File: src/rtl/timer_scheduler.sv
// timer_scheduler: shares one prescaler tick among N_REQ requesters.
// One requester at a time owns the tick counter (round-robin); after
// counting its requested number of ticks it receives a one-cycle expire.
//
// state | meaning
// IDLE  | no owner; arbitrate among pending requests
// RUN   | active_id owns the counter; remaining decrements on tick
// DONE  | single cycle; expire pulses for active_id
module timer_scheduler #(
  parameter int N_REQ = 4,
  parameter int DW    = 8,
  parameter int ID_W  = 2
) (
  input  logic                clk,
  input  logic                reset_n,
  input  logic                tick,
  input  logic [N_REQ-1:0]    req,
  input  logic [N_REQ*DW-1:0] delay_i,
  output logic [N_REQ-1:0]    grant,
  output logic [N_REQ-1:0]    expire,
  output logic                busy,
  output logic [ID_W-1:0]     active_id,
  output logic [DW-1:0]       remaining
);

  typedef enum logic [1:0] {IDLE, RUN, DONE} state_t;

  localparam logic [N_REQ-1:0] ONE = N_REQ'(1);

  state_t          state;
  logic [ID_W-1:0] last;
  logic [ID_W-1:0] win;
  logic            found;
  logic [ID_W:0]   cand;

  // Round-robin winner: first pending request after the last winner, wrapping
  always_comb begin
    win   = '0;
    found = 1'b0;
    cand  = '0;
    for (int i = 1; i <= N_REQ; i++) begin
      cand = {1'b0, last} + (ID_W+1)'(i);
      if (cand >= (ID_W+1)'(N_REQ)) cand = cand - (ID_W+1)'(N_REQ);
      if (!found && req[cand[ID_W-1:0]]) begin
        win   = cand[ID_W-1:0];
        found = 1'b1;
      end
    end
  end

  // Scheduler FSM; every output is a register so clients see clean levels
  always_ff @(posedge clk or negedge reset_n) begin
    if (!reset_n) begin
      state     <= IDLE;
      grant     <= '0;
      expire    <= '0;
      busy      <= 1'b0;
      active_id <= '0;
      remaining <= '0;
      last      <= ID_W'(N_REQ-1);
    end else begin
      case (state)
        IDLE: begin
          expire <= '0;
          if (found) begin
            state     <= RUN;
            grant     <= ONE << win;
            active_id <= win;
            remaining <= delay_i[win*DW +: DW];
            last      <= win;
            busy      <= 1'b1;
          end
        end
        RUN: begin
          if (!req[active_id]) begin
            // requester withdrew: release the counter without an expire
            state <= IDLE;
            grant <= '0;
            busy  <= 1'b0;
          end else if (remaining == '0) begin
            state  <= DONE;
            grant  <= '0;
            expire <= ONE << active_id;
          end else if (tick) begin
            remaining <= remaining - 1'b1;
          end
        end
        DONE: begin
          state  <= IDLE;
          expire <= '0;
          busy   <= 1'b0;
        end
        default: begin
          state  <= IDLE;
          grant  <= '0;
          expire <= '0;
          busy   <= 1'b0;
        end
      endcase
    end
  end

endmodule
File: config.mk
export PLATFORM = sky130hd
export DESIGN_NAME = timer_scheduler
export DESIGN_NICKNAME = d
export VERILOG_FILES = /design/src/rtl/timer_scheduler.sv
export SDC_FILE = /design/constraint.sdc
export NUM_CORES = 1
export LEC_CHECK = 0
export CAP_MARGIN = 20
export CORE_ASPECT_RATIO = 1.4
export CORE_MARGIN = 4
export CORE_UTILIZATION = 49
export DETAILED_ROUTE_END_ITERATION = 8
export HOLD_SLACK_MARGIN = 0.03
export MAX_ROUTING_LAYER = met4
export PLACE_DENSITY = 0.94
export SKIP_LAST_GASP = 1
export SYNTH_ARGS = -nofsm -noshare
export SYNTH_HDL_FRONTEND = slang
export SYNTH_SLANG_ARGS = --single-unit
File: constraint.sdc
create_clock -name clk -period 4.5 [get_ports clk]
set_clock_uncertainty 0.15 [all_clocks]
set_input_delay 0.45 -clock clk [delete_from_list [all_inputs] [get_ports clk]]
set_output_delay 0.45 -clock clk [all_outputs]
set_load 0.01 [all_outputs]
== Yosys cells after proc, flatten, opt, wreduce, memory -nomap -nowiden ==
Cells that the tools add are included.

* Register bits: 23
* Output and inout bits: 19
* Word-level logic and storage cells: 94
* Input port bits: 39

* Bitwise gates (word level): 1
* Order comparisons: 9
* Reduce and logical (&&, ||, !) cells: 15
* Shifts and indexed selects: 3
* Muxes and demuxes: 41
* Eq/ne operators: 9
* Add/sub/neg operators: 9

{| class="wikitable"
|+ Operators with widths
! cell !! number
|-
| 8-bit 2-to-1 mux || 4
|-
| 32-bit by 6-bit indexed part select with 8-bit output || 1
|-
| 4-bit 2-to-1 mux || 6
|-
| 2-bit 2-to-1 mux || 11
|-
| 8-bit case mux with 2 select lines || 1
|-
| 2-bit by 3-bit less-than comparator with 1-bit output, second input constant || 5
|-
| 3-bit >= comparator, second input constant || 4
|-
| 2-bit inequality test, second input constant || 6
|-
| 4-bit case mux with 3 select lines || 1
|-
| 1-bit 2-to-1 mux || 11
|-
| 1-bit binary-select mux with 2-bit select || 5
|-
| 8-bit zero test || 1
|-
| 2-bit AND reduction || 4
|-
| 1-bit by 2-bit left shift with 4-bit output, first input constant || 2
|-
| 2-bit by 1-bit subtractor with 2-bit output, second input constant || 4
|-
| 8-bit by 1-bit subtractor with 8-bit output, second input constant || 1
|-
| 2-bit by 2-bit adder with 3-bit output, second input constant || 2
|-
| 5-bit AND reduction || 1
|-
| 2-bit case mux with 2 select lines || 1
|-
| 2-bit by 1-bit adder with 3-bit output, second input constant || 1
|-
| 2-bit by 3-bit adder with 3-bit output, second input constant || 1
|-
| 1-bit logical AND || 3
|-
| 1-bit zero test || 3
|-
| 3-bit inequality test, second input constant || 1
|-
| other kinds (7) || 7
|}

== Longest topological paths before layout ==
* Depth in word-level cells: 18
* Gate-level depth with buffers: 7
* Depth with buffers taken out: 6

== Worst setup path after synthesis ==
Ideal clock, no wire load.

* Path type: reg-to-reg
* Start point: reg remaining[0]
* End point: reg remaining[5]
* Clock period less this slack: 2.012 ns
* Library setup time: 0.111 ns
* Setup slack: 2.488 ns
* Arrival time: 1.751 ns
* Path buffers: 0
* Cell stages (with the launch flop): 7
* Data required time: 4.239 ns
* Cell sequence: dfrtp_1 inv_1 ha_1 a311oi_2 o22ai_1 or3_1 a222oi_1

* Longest elaborated chain between the ends: 5
* Elaborated cells on any way between the ends: 8
* Those cells by class: add/sub: 1; eq/ne: 1; mux: 4; reduce/logical: 2

{| class="wikitable"
|+ RTL lines
! element !! line !! source
|-
| start, declared || 23 || <nowiki>output logic [DW-1:0] remaining</nowiki>
|-
| start signal, assigned || 69 || <nowiki>remaining <= delay_i[win*DW +: DW];</nowiki>
|-
| start signal, assigned || 85 || <nowiki>remaining <= remaining - 1'b1;</nowiki>
|-
| 8-bit by 1-bit subtractor with 8-bit output || 85 ||
|-
| 8-bit 2-to-1 mux || 84 || <nowiki>end else if (tick) begin</nowiki>
|-
| 8-bit 2-to-1 mux || 80 || <nowiki>end else if (remaining == '0) begin</nowiki>
|-
| 8-bit 2-to-1 mux || 75 || <nowiki>if (!req[active_id]) begin</nowiki>
|-
| 8-bit case mux with 2 select lines || 62 || <nowiki>case (state)</nowiki>
|}

Parallel ways exist; a longest one is shown, timed or not. The select of a mux whose other input is x is not followed.
A chain may end at the register's enable or synchronous reset.

== Worst setup path after layout ==
* Start point: in req[3]
* End point: reg remaining[6]

* Longest elaborated chain between the ends: 15
* Elaborated cells on any way between the ends: 30
* Those cells by class: eq/ne: 2; shift: 1; mux: 20; reduce/logical: 7

{| class="wikitable"
|+ RTL lines
! element !! line !! source
|-
| start, declared || 17 || <nowiki>input logic [N_REQ-1:0] req,</nowiki>
|-
| 1-bit binary-select mux with 2-bit select || 44 || <nowiki>if (!found && req[cand[ID_W-1:0]]) begin</nowiki>
|-
| 1-bit 2-to-1 mux (implied by the code) || 44 ||
|-
| 1-bit 2-to-1 mux || 44 ||
|-
| 1-bit zero test || 44 ||
|-
| 1-bit logical AND || 44 ||
|-
| 1-bit 2-to-1 mux || 44 ||
|-
| 1-bit zero test || 44 ||
|-
| 1-bit logical AND || 44 ||
|-
| 1-bit 2-to-1 mux || 44 ||
|-
| 1-bit zero test || 44 ||
|-
| 1-bit logical AND || 44 ||
|-
| 2-bit 2-to-1 mux || 44 ||
|-
| 32-bit by 6-bit indexed part select with 8-bit output || 69 ||
|-
| 8-bit 2-to-1 mux || 65 || <nowiki>if (found) begin</nowiki>
|-
| 8-bit case mux with 2 select lines || 62 ||
|}

Parallel ways exist; a longest one is shown, timed or not. The select of a mux whose other input is x is not followed.

==> impl_metrics.toml <==
[outcome]
outcome = "complete, no violations"

[logic_synthesis]
synth_warnings = 0
synth_area_um2 = 1680
ys_top_cells_by_area = "dfrtp_1, a21oi_1, and4_1, nor2_1, o31ai_1"
yosysUniqueCellTypes = 54
synth_nets = 223
synth_common_cells = "dfrtp_1, a21oi_1, nor2_1, and4_1, o31ai_1"
ys.flop_type = "dfrtp_1"
postSynth.asyncResetShare_pct = 100
synth_most_common_cell = "dfrtp_1"
synth_seq_area_share_pct = 34.5
synth.top_cell.area_share_pct = 31.3
synth_top_area_cell = "dfrtp_1"
syn_inst = 182
synth_edf_count = 0
avgSynthCellArea_um2 = 9.21
synth-seq-cells = 23

[min_path]
min_path_type = "in2async"

[worst_setup_path]
crit_start = "req[3]"
r2r_slack_ps = 1950
crit_required_ps = 4490
reg2reg_to = "remaining[6]"
r2r-start = "last[0]"
critPathKind = "in2reg"
cp_cell_sequence = "clkdlybuf4s50_1 > nor2b_1 > o21ai_1 > nand3_1 > a2111oi_0 > a211oi_1"
cp.arrival_ps = 2780
ff2ff_path_depth = 5
setup.worst_path.end = "remaining[6]"
critPathCaptureType = "flip-flop"
slowest_delay_ps = 590
crit_fanout = 14
cp_slowest_cell = "o21ai_1"
critPathLaunchType = "primary input"

[drt]
postRouteAntennaNets = 0
vias = 1743
drc = 0
viasPerCell = 6.36
drt_wl_total_mm = 5.07
wl_per_cell_um = 18.5
drt_first_pass_iters = 4
drtIter0Drc = 90

[clock_network]
cts_hold_buf = 0
cts_buffers = 3
clock_path_buffers = 2
clk_pin_slew_ps = 90
cts_htree_levels = 1
cts_tree = "yes"
cts-resized-gates = 0
post-cts-setup-buffers = 0
ctsRootBufferMaster = "clkbuf_8"
cts.sinks = 23
clk_latency_ps = 270

[pwr]
finalPower_mw = 1.34
power_density_nw_per_um2 = 576
peakVddDrop_uv = 430
leakage_nw = 0.910

[finish]
areaGrowthSynthToFinish_pct = 38.5
layout-drive-gt1-share_pct = 7.66
fill_cells = 244
seq_area_um2 = 578
multi_input_area_um2 = 1030
nets = 277
antenna_cells = 0

[global_route]
grt-busiest-layer = "met2"
grt_pass1_wl_mm = 8.09
use_met3_pct = 3.19
grt_max_degree = 24
use_met1_pct = 30.4
grt_pass1_vias = 1645
overflow = 0
antenna_found_initial = 0
use_met2_pct = 38.5
grtUsageTotal_pct = 23.6

[timing]
rsz0062_at_grt = "false"
hold_violations = 0
fin_tns_setup_ps = 0
min_period_ps = 2790
fmax_mhz = 358
fin_crit_sh_pct = 62.1
worst_slew_pin_slew_ps = 722
setup_slack_ps = 1710
slew_headroom_pct = 51.6
setup_viol = 0
drv_slew = 0

[placed_design]
dp_hpwl_mm = 3.83
place_ws_ps = 1500
place.port_buffers = 57
routabilityCongestion = 0.905

[die]
coreArea_um2 = 3210
die-area_um2 = 4430
pin_count = 58
die_h_um = 77.2
die_w_um = 57.4
rows = 24
start_util_pct = 52.2

[flow_run]
drv_cap = 0
cells by family after synthesis:
logic type / count (synthesis) / synth area share [%]
multiplexers: 6 / 4.40
AO/OA/AOI/OAI: 64 / 27.6
AND/OR/NAND/NOR: 72 / 27.7
adder cells (fa/ha/maj): 2 / 1.49
buffers and inverters: 15 / 4.33
flip-flops: 23 / 34.5
power breakdown:
group	switching, mW	leakage, nW	total (mW)	internal (mW)
Clock	0.0713	0.0217	0.134	0.0627
Sequential	0.119	0.280	0.417	0.297
Combinational	0.419	0.608	0.787	0.368
cell type report:
cell class,instances,share of cell area [%]
Clock inverter,1,0.323
Timing Repair Buffer,58,25.8
Tap cell,39,2.10
Inverter,6,0.970
Multi-Input combinational cell,144,44.2
Sequential cell,23,24.9
Clock buffer,3,1.78
critical path: cells and delay by family:
family | cells | cell delay (ps)
simple gates | 2 | 590
compound gates | 3 | 1250
buf+inv | 1 | 490
how the worst min path moves through the flow:
stage,end,cells after the start,start,slack [ps]
2_1_floorplan,active_id[0],0,reset_n,4
3_3_place_gp,grant[2],1,grant[2],340
3_5_place_dp,grant[1],1,grant[1],350
4_1_cts,grant[2],1,grant[2],390
5_1_grt,state[1],1,reset_n,270
6_report,state[1],1,reset_n,280
per-layer routing:
layer  vias to the layer above  wire (µm)  share of wire [%]
li1                        817          -                  -
met1                       826       2030                 40
met2                        90       2530                 50
met3                        10        403                7.9
met4                         0        102                2.0
met5                         -          0                  0
stage by stage:
stage	hold WS (ps)	cells	cell area [µm²]	utilization, %
finish	276	274	2320	72.3
global route	271	274	2320	72.3
CTS	385	273	2290	71.4
detailed placement	354	269	2250	69.9
global placement	338	269	2250	69.9
floorplan	4.41	182	1680	-
registers in the layout, indices dropped and copies added (netlist names):
name and flops:
state 2, expire 4, grant 4, remaining 8
last 2, busy 1, active_id 2
cells in the final DEF (no fill, tap or decap), types with 5 or more instances in the layout:
cell type | netlist | final
nand3_1 | 6 | 6
nor2_1 | 16 | 16
nand2_1 | 6 | 6
dfrtp_1 | 21 | 21
nand4_1 | 6 | 6
inv_1 | 6 | 6
a21oi_1 | 16 | 16
and4_1 | 9 | 9
a211oi_1 | 5 | 5
o31a_1 | 5 | 5
o31ai_1 | 8 | 8
clkdlybuf4s50_1 | 0 | 57
(Power assumes the default switching activity.)
